`src/rtl/display_pkg.sv`:
```
// Shared constants and types for the game display controller.
// Digit pairs use BLANK to switch a seven-segment digit off.
package display_pkg;

  localparam logic [3:0] BLANK   = 4'hF;
  localparam logic [6:0] MAX_VAL = 7'd99;

  typedef enum logic {
    SRC_TIMER = 1'b0,
    SRC_SCORE = 1'b1
  } src_e;

  typedef enum logic [1:0] {
    IDLE   = 2'd0,
    CONV   = 2'd1,
    COMMIT = 2'd2
  } state_e;

  // Two BCD digits only reach 99, so larger inputs saturate there.
  function automatic logic [6:0] clamp(input logic [6:0] v);
    return (v > MAX_VAL) ? MAX_VAL : v;
  endfunction

endpackage

```
`src/rtl/bin2bcd_seq.sv`:
```
// Iterative double-dabble converter: 7-bit binary to two BCD nibbles.
// Performs one add-3/shift step per clock; done pulses 8 clk after start is taken.
module bin2bcd_seq (
  input  logic       clk,
  input  logic       rst,
  input  logic       start,
  input  logic [6:0] bin,
  output logic       busy,
  output logic       done,
  output logic [3:0] tens,
  output logic [3:0] ones
);

  // {tens, ones, remaining binary bits}
  logic [14:0] sr;
  logic [2:0]  cnt;

  function automatic logic [14:0] dd_step(input logic [14:0] s);
    logic [14:0] a;
    a = s;
    if (a[10:7] >= 4'd5)  a[10:7]  = a[10:7]  + 4'd3;
    if (a[14:11] >= 4'd5) a[14:11] = a[14:11] + 4'd3;
    return {a[13:0], 1'b0};
  endfunction

  // NOTE: clocked state uses non-blocking assignments so every register
  // samples pre-edge values regardless of statement order.
  always_ff @(posedge clk) begin
    if (rst) begin
      sr   <= '0;
      cnt  <= '0;
      busy <= 1'b0;
      done <= 1'b0;
    end else begin
      done <= 1'b0;
      if (!busy) begin
        if (start) begin
          sr   <= {8'd0, bin};
          cnt  <= '0;
          busy <= 1'b1;
        end
      end else if (cnt == 3'd7) begin
        busy <= 1'b0;
        done <= 1'b1;
      end else begin
        sr  <= dd_step(sr);
        cnt <= cnt + 3'd1;
      end
    end
  end

  assign tens = sr[14:11];
  assign ones = sr[10:7];

endmodule

```
`src/rtl/display_ctrl.sv`:
```
// Seven-segment scan controller: scan strobe, shared BCD conversion of score
// and shot clock, leading-zero blanking, clamping and game-over blinking.
module display_ctrl
  import display_pkg::*;
#(
  parameter int SCAN_DIV    = 100000,
  parameter int BLINK_TICKS = 250
) (
  input  logic       clk,
  input  logic       rst,
  input  logic [6:0] timer_val,
  input  logic [6:0] score_val,
  input  logic       game_over,
  output logic       scan_en,
  output logic [3:0] d3,
  output logic [3:0] d2,
  output logic [3:0] d1,
  output logic [3:0] d0,
  output logic       busy
);

  localparam int CW = $clog2(SCAN_DIV);
  localparam int BW = $clog2(BLINK_TICKS + 1);

  localparam logic [1:0] ST_IDLE   = IDLE;
  localparam logic [1:0] ST_CONV   = CONV;
  localparam logic [1:0] ST_COMMIT = COMMIT;

  logic [CW-1:0] pre_cnt;
  logic [BW-1:0] blink_cnt;
  logic          blink_on;

  logic [1:0] state;
  src_e       sel, last_served, pick;
  logic [6:0] t_clamp, s_clamp, snap_t, snap_s, conv_bin;
  logic       req_t, req_s, start;
  logic       conv_busy, conv_done;
  logic [3:0] conv_tens, conv_ones;
  logic [3:0] dig3, dig2, dig1, dig0;

  // Scan strobe is registered: it rises on the edge where the count wraps.
  always_ff @(posedge clk) begin
    if (rst) begin
      pre_cnt <= '0;
      scan_en <= 1'b0;
    end else if (pre_cnt == CW'(SCAN_DIV - 1)) begin
      pre_cnt <= '0;
      scan_en <= 1'b1;
    end else begin
      pre_cnt <= pre_cnt + CW'(1);
      scan_en <= 1'b0;
    end
  end

  assign t_clamp = clamp(timer_val);
  assign s_clamp = clamp(score_val);
  assign req_t   = (t_clamp != snap_t);
  assign req_s   = (s_clamp != snap_s);

  // NOTE: every signal written here gets a default first so no path can
  // leave it unassigned and infer a latch.
  always_comb begin
    pick = SRC_TIMER;
    if (req_t && req_s)
      pick = (last_served == SRC_TIMER) ? SRC_SCORE : SRC_TIMER;
    else if (req_s)
      pick = SRC_SCORE;
  end

  assign start    = (state == ST_IDLE) && (req_t || req_s) && !conv_busy;
  assign conv_bin = (pick == SRC_TIMER) ? t_clamp : s_clamp;

  bin2bcd_seq u_bcd (
    .clk   (clk),
    .rst   (rst),
    .start (start),
    .bin   (conv_bin),
    .busy  (conv_busy),
    .done  (conv_done),
    .tens  (conv_tens),
    .ones  (conv_ones)
  );

  // Snapshots reset to an out-of-range value so both sources convert after reset.
  always_ff @(posedge clk) begin
    if (rst) begin
      state       <= ST_IDLE;
      sel         <= SRC_TIMER;
      last_served <= SRC_SCORE;
      snap_t      <= 7'h7F;
      snap_s      <= 7'h7F;
      busy        <= 1'b0;
      dig3        <= BLANK;
      dig2        <= BLANK;
      dig1        <= BLANK;
      dig0        <= BLANK;
    end else begin
      case (state)
        ST_IDLE: begin
          if (start) begin
            sel <= pick;
            if (pick == SRC_TIMER) snap_t <= t_clamp;
            else                   snap_s <= s_clamp;
            busy  <= 1'b1;
            state <= ST_CONV;
          end
        end
        ST_CONV: begin
          if (conv_done) state <= ST_COMMIT;
        end
        ST_COMMIT: begin
          if (sel == SRC_TIMER) begin
            dig1 <= (conv_tens == 4'd0) ? BLANK : conv_tens;
            dig0 <= conv_ones;
          end else begin
            dig3 <= (conv_tens == 4'd0) ? BLANK : conv_tens;
            dig2 <= conv_ones;
          end
          last_served <= sel;
          busy        <= 1'b0;
          state       <= ST_IDLE;
        end
        default: begin
          busy  <= 1'b0;
          state <= ST_IDLE;
        end
      endcase
    end
  end

  // Blink phase only advances while game_over; releasing it restores digits at once.
  always_ff @(posedge clk) begin
    if (rst || !game_over) begin
      blink_on  <= 1'b1;
      blink_cnt <= '0;
    end else if (scan_en) begin
      if (blink_cnt == BW'(BLINK_TICKS - 1)) begin
        blink_cnt <= '0;
        blink_on  <= ~blink_on;
      end else begin
        blink_cnt <= blink_cnt + BW'(1);
      end
    end
  end

  assign d3 = blink_on ? dig3 : BLANK;
  assign d2 = blink_on ? dig2 : BLANK;
  assign d1 = blink_on ? dig1 : BLANK;
  assign d0 = blink_on ? dig0 : BLANK;

endmodule
```
`config.mk`:
```
export PLATFORM = sky130hd
export DESIGN_NAME = display_ctrl
export DESIGN_NICKNAME = d
export VERILOG_FILES = /design/src/rtl/display_pkg.sv /design/src/rtl/bin2bcd_seq.sv /design/src/rtl/display_ctrl.sv
export SDC_FILE = /design/constraint.sdc
export NUM_CORES = 1
export LEC_CHECK = 0
export CORE_MARGIN = 1
export CORE_UTILIZATION = 55
export CTS_CLUSTER_DIAMETER = 150
export CTS_CLUSTER_SIZE = 20
export DETAILED_ROUTE_END_ITERATION = 7
export PLACE_DENSITY = 0.77
export SLEW_MARGIN = 20
export SYNTH_ARGS = -nofsm -noshare
export SYNTH_HDL_FRONTEND = slang
export SYNTH_SLANG_ARGS = --single-unit
```
`constraint.sdc`:
```
create_clock -name clk -period 3.11 [get_ports clk]
set_input_delay 0.4665 -clock clk [delete_from_list [all_inputs] [get_ports clk]]
set_output_delay 0.4665 -clock clk [all_outputs]
set_load 0.05 [all_outputs]
```
== Yosys cells after proc, flatten, opt, wreduce, memory -nomap -nowiden ==
Cells that the tools add are included.

* Flip-flop bits (word level): 82
* Bits in latches: 0
* Bits in writable memories: 0
* Memory bits (read-only): 0
* Input bits: 17
* Output and inout bits: 18
* Memories kept: 0

* Add/sub/neg operators: 5
* Multipliers: 0
* Div/mod/pow operators: 0
* $lt $le $gt $ge: 4
* Equal/unequal tests: 10
* Shifts and indexed selects: 0
* Muxes and demuxes: 30
* Bitwise gates (word level): 5
* Reductions and logical operators: 21

{| class="wikitable"
|+ Operators with widths
! operator !! count
|-
| $mux 15 || 3
|-
| $mux 4 || 6
|-
| $mux 7 || 3
|-
| $add 17x1->17 const B || 1
|-
| $eq 17x17->1 const B || 1
|-
| $gt 7x7->1 const B || 2
|-
| $ne 7x7->1 || 2
|-
| $reduce_and 2->1 || 7
|-
| $mux 3 || 4
|-
| $mux 1 || 9
|-
| $add 8x1->8 const B || 1
|-
| $eq 8x8->1 const B || 1
|-
| $ge 4x3->1 const B || 2
|-
| $mux 8 || 1
|-
| $reduce_and 3->1 || 2
|-
| $not 1->1 || 5
|-
| $add 4x2->4 const B || 1
|-
| $logic_not 4->1 || 1
|-
| $mux 2 || 2
|-
| $ne 2x2->1 const B || 2
|-
| $pmux 2 s2 || 1
|-
| $reduce_or 2->1 || 2
|-
| $add 3x1->3 const B || 1
|-
| $add 3x2->3 const B || 1
|-
| other kinds (10) || 14
|}

== Depth between registers and ports, before layout ==
Gate-level depths: netlist (run 1).

* Word-level depth: 8
* Gate-level depth with buffers: 9
* Gate-level depth less buffers: 8

== Hierarchy ==
A second synthesis (run 1) with hierarchy kept.

* Cell total of the unflattened synthesis: 450
* Area total of the unflattened synthesis: 4,159.0 µm²

{| class="wikitable"
|+ By module, submodules not included
! module !! instances !! cells each !! area each (µm²)
|-
| display_ctrl || 1 || 344 || 3,088.0
|-
| bin2bcd_seq || 1 || 106 || 1,071.0
|}

== Worst setup path after synthesis (run 1) ==
OpenSTA, ideal clock, no wires.

* Path kind: input port to flip-flop
* Start: input timer_val[3]
* End: register u_bcd.sr[4]
* Arrival: 2,528 ps
* Setup slack: 481 ps
* Stages: 8
* Buffers on the path: 1
* Cell sequence: o311a_4 nor2_4 xnor2_1 or4_4 buf_6 a21oi_2 mux2_2 o41ai_1

* Word-level cells in the longest chain between the ends: 8

{| class="wikitable"
|+ Ends and longest elaborated chain
! item !! RTL line !! text
|-
| start, declared || display_ctrl.sv:11 || <nowiki>input logic [6:0] timer_val,</nowiki>
|-
| $gt 7x7->1 || display_pkg.sv:21 || <nowiki>return (v > MAX_VAL) ? MAX_VAL : v;</nowiki>
|-
| $mux 7 * || display_pkg.sv:21 ||
|-
| $ne 7x7->1 || display_ctrl.sv:57 || <nowiki>assign req_t = (t_clamp != snap_t);</nowiki>
|-
| $logic_and 1x1->1 or $logic_or 1x1->1 (tied branches) || display_ctrl.sv:64, display_ctrl.sv:70 ||
|-
| $mux 1 or $logic_and 1x1->1 (tied branches) || display_ctrl.sv:64, display_ctrl.sv:70 ||
|-
| $mux 7 or $logic_and 1x1->1 (tied branches) || display_ctrl.sv:71, display_ctrl.sv:70 ||
|-
| $mux 15 or $reduce_bool 2->1 (tied branches) || n/a ||
|-
| $mux 15 or $reduce_and 2->1 (tied branches) || n/a ||
|-
| end signal, assigned || bin2bcd_seq.sv:38 || <nowiki>sr <= {8'd0, bin};</nowiki>
|-
| end signal, assigned || bin2bcd_seq.sv:46 || <nowiki>sr <= dd_step(sr);</nowiki>
|-
| end, declared || bin2bcd_seq.sv:15 || <nowiki>logic [14:0] sr;</nowiki>
|}

Mark *: on every way between the ends. The rest lies on a longest branch, timed or not. The select of a mux whose other input is x is not followed.
A chain may end at the register's enable or synchronous reset.

== Worst setup path after layout (run 1) ==
* Start: input timer_val[4]
* End: register u_bcd.sr[3]

The elaborated chain is that of the path after synthesis.

==> results of run 1 <==
logic make-up after synthesis:
logic type,Yosys count
muxes,5
buffers and inverters,33
adders and majority gates,9
and+or+nand+nor,190
AOI/OAI and AO/OA,95
DFF,82
xor gates and xnor gates,32
final cells by class:
type / count / area (um2)
Fill cell: 568 / 2130
Clock inverter: 7 / 105
Timing Repair Buffer: 56 / 526
Sequential cell: 82 / 1640
Tap cell: 96 / 120
Multi-Input combinational cell: 331 / 2180
Inverter: 12 / 45.0
Clock buffer: 9 / 124
state kept, by name, summed over array words and instances, names as in the netlist, 2 cells and up:
name	flops
state	2
dig0	4
dig2	4
snap_s	7
dig1	4
blink_cnt	8
pre_cnt	17
u_bcd.cnt	3
snap_t	7
u_bcd.sr	15
dig3	4
where the power goes:
group / total (mW) / switching [mW] / internal, mW
Combinational: 0.272 / 0.138 / 0.134
Sequential: 1.13 / 0.0382 / 1.09
Clock: 0.889 / 0.423 / 0.466
cells in the mapped netlist, drive strengths merged, types with 6 or more instances:
| library cell | n |
|---|---|
| a22oi | 6 |
| nand2 | 27 |
| nor2b | 21 |
| ha | 9 |
| xnor2 | 17 |
| nand3b | 8 |
| clkbuf | 16 |
| nand2b | 29 |
| a21oi | 26 |
| nand3 | 12 |
| nor2 | 55 |
| a211o | 15 |
| inv | 12 |
| xor2 | 15 |
| nor3 | 10 |
| o21ai | 12 |
| dfxtp | 82 |
per-layer routing:
layer,part of all wire,wire (um),GRT usage,vias up
li1,-,-,-,1663
met1,0.47,3640,0.280,1516
met2,0.49,3830,0.402,69
met3,0.032,250,0.0379,9
met4,0.012,95,0.0955,0
met5,0,0,0,-
worst max-delay path, cell delays in order:
cell and delay [ns]:
clkdlybuf4s50_1 0.50, o311a_4 0.42, nor2_4 0.10, xnor2_1 0.07
or4_4 0.53, a21oi_2 0.33, mux2_2 0.38, o41ai_1 0.31
how the worst max path moves through the flow:
stage / from / endpoint / slack, ns / depth (start not counted)
floorplan: timer_val[3] / u_bcd.sr[4] / 0.48 / 8
global placement: timer_val[4] / u_bcd.sr[2] / -0.03 / 8
detailed placement: timer_val[4] / u_bcd.sr[3] / -0.1 / 8
CTS: timer_val[4] / u_bcd.sr[3] / 0.28 / 8
global route: timer_val[4] / u_bcd.sr[2] / 0.10 / 8
finish: timer_val[4] / u_bcd.sr[3] / 0.27 / 8
stage by stage:
stage          hold WS, ns  setup WS [ns]
6_report             0.462          0.273
5_1_grt              0.482          0.104
4_1_cts              0.470          0.278
3_5_place_dp         0.450        -0.0959
3_3_place_gp         0.437        -0.0315
2_1_floorplan        0.428          0.481
cells in the final DEF, fill, tap and decap left out, types with 13 or more instances in the layout:
master and count:
xor2_1 15, a21oi_1 25, buf_4 20, xnor2_1 17
nor2_1 53, nor2b_1 21, nand2b_1 29, a211o_1 13
nand2_1 27, dfxtp_1 82, clkdlybuf4s50_1 33
==> impl_metrics.tcl, run 1 <==
set metrics [dict create \
    status "finished clean" \
    syn_area_per_cell_um2 8.90 \
    min_to "pre_cnt[0]" \
    yosysWarnings 0 \
    rsz0062_at_grt "false" \
    syn-num-nets 472 \
    dp_cells 577 \
    synth-main-ff-cell "dfxtp_1" \
    post_cts_resize_count 0 \
    max-cap-violations 0 \
    synth_top_cell_by_area "dfxtp_1" \
    cts_tree "yes" \
    wl_per_cell_um 13.2 \
    antenna_found_initial 0 \
    hpwl_um 5370 \
    fmax_mhz 352 \
    fp-row-count 30 \
    io_pins 35 \
    fin_skew_ns 0.0153 \
    stdcell_area_mm2 0.00474 \
    clkTransAtPathRegs_ns 0.09 \
    crit_type "in -> reg" \
    viasPerCell 5.49 \
    drive_gt1_frac 0.125 \
    first_iter_violations 112 \
    holdBufCountCts 0 \
    synthSimpleGateAreaFrac 0.256 \
    postLayoutCoreUtil 0.690 \
    setup_viol 0 \
    arrival_ns 3.09 \
    tightest_slew_ns 0.990 \
    synthAdderAreaFrac 0.0284 \
    p_per_area_mw_per_mm2 482 \
    async_flop_share 0 \
    ir_drop_mv 0.230 \
    start_kind "primary input" \
    drt_first_pass_iters 4 \
    end_kind "register" \
    gp_congestion 0.798 \
    reg2regPathDepth 7 \
    final_cells 593 \
    cts-root-buf "clkbuf_8" \
    synth_cells 446 \
    path_max_fanout 7 \
    fin_nets 518 \
    period_share 0.912 \
    clockBufferDepth 2 \
    antenna_cells 0 \
    hold_viol 0 \
    vias 3257 \
    synth_xor_area_frac 0.0706 \
    reg2reg_slack_ns 0.62 \
    r2r-end "u_bcd.sr[3]" \
    netlist_area_mm2 0.00397 \
    relSlewSlack 0.340 \
    drcViolationCount 0 \
    cts-buffers-inserted 9 \
    synth_seq_area_share 0.414 \
    holdPathStages 1 \
    hp-start "pre_cnt[0]" \
    ys_ff_latch 82 \
    totalPowerFinal_mw 2.29 \
    grt_overflow_total 0 \
    fp.dieArea_mm2 0.00756 \
    fin_tns_setup_ns 0 \
    synthToLayoutAreaGrowth_pct 19.5 \
    cts-htree-levels 3 \
    grt_max_degree 59 \
    postRouteAntennaNets 0 \
    r2r_start "snap_t[6]" \
    ys_types 63 \
    die_y_um 86.9 \
    drv_slew 0 \
    required_ns 3.36 \
    grt_pass1_vias 3051 \
    wl_um 7820 \
    start_util 0.578 \
    grt_use_total 0.230 \
    core_mm2 0.00687 \
    grt_pass1_wl_um 13600 \
    synth_edf_count 0 \
    synth_compound_area_frac 0.181 \
    p_leak_nw 1.74 \
    cts_sinks 82 \
    synthMuxAreaShare 0.0142 \
    die_x_um 86.9 \
    min_period_ns 2.84 \
    cts_setup_buffers 0 \
    synth_top_family_by_area "simple AND/OR/NAND/NOR gates" \
    synth_area_leaders "dfxtp_1 (41%), nor2_1 (5.0%), nand2b_1 (4.6%)" \
    io_buffers 34 \
    hold_class "reg -> reg" \
    placed_area_mm2 0.00451 \
    netlist.area_leader.share 0.414 \
    clock_latency_ns 0.36 \
]
Power figures use the tool's default switching activity.
==> run 2: changes to the inputs <==
--- a/config.mk
+++ b/config.mk
@@ -5,6 +5,7 @@
 export SDC_FILE = /design/constraint.sdc
 export NUM_CORES = 1
 export LEC_CHECK = 0
+export ABC_AREA = 0
 export CORE_MARGIN = 1
 export CORE_UTILIZATION = 55
 export CTS_CLUSTER_DIAMETER = 150
==> results of run 2 <==
No change in the layout: final DEF, timing and power equal those of run 1.
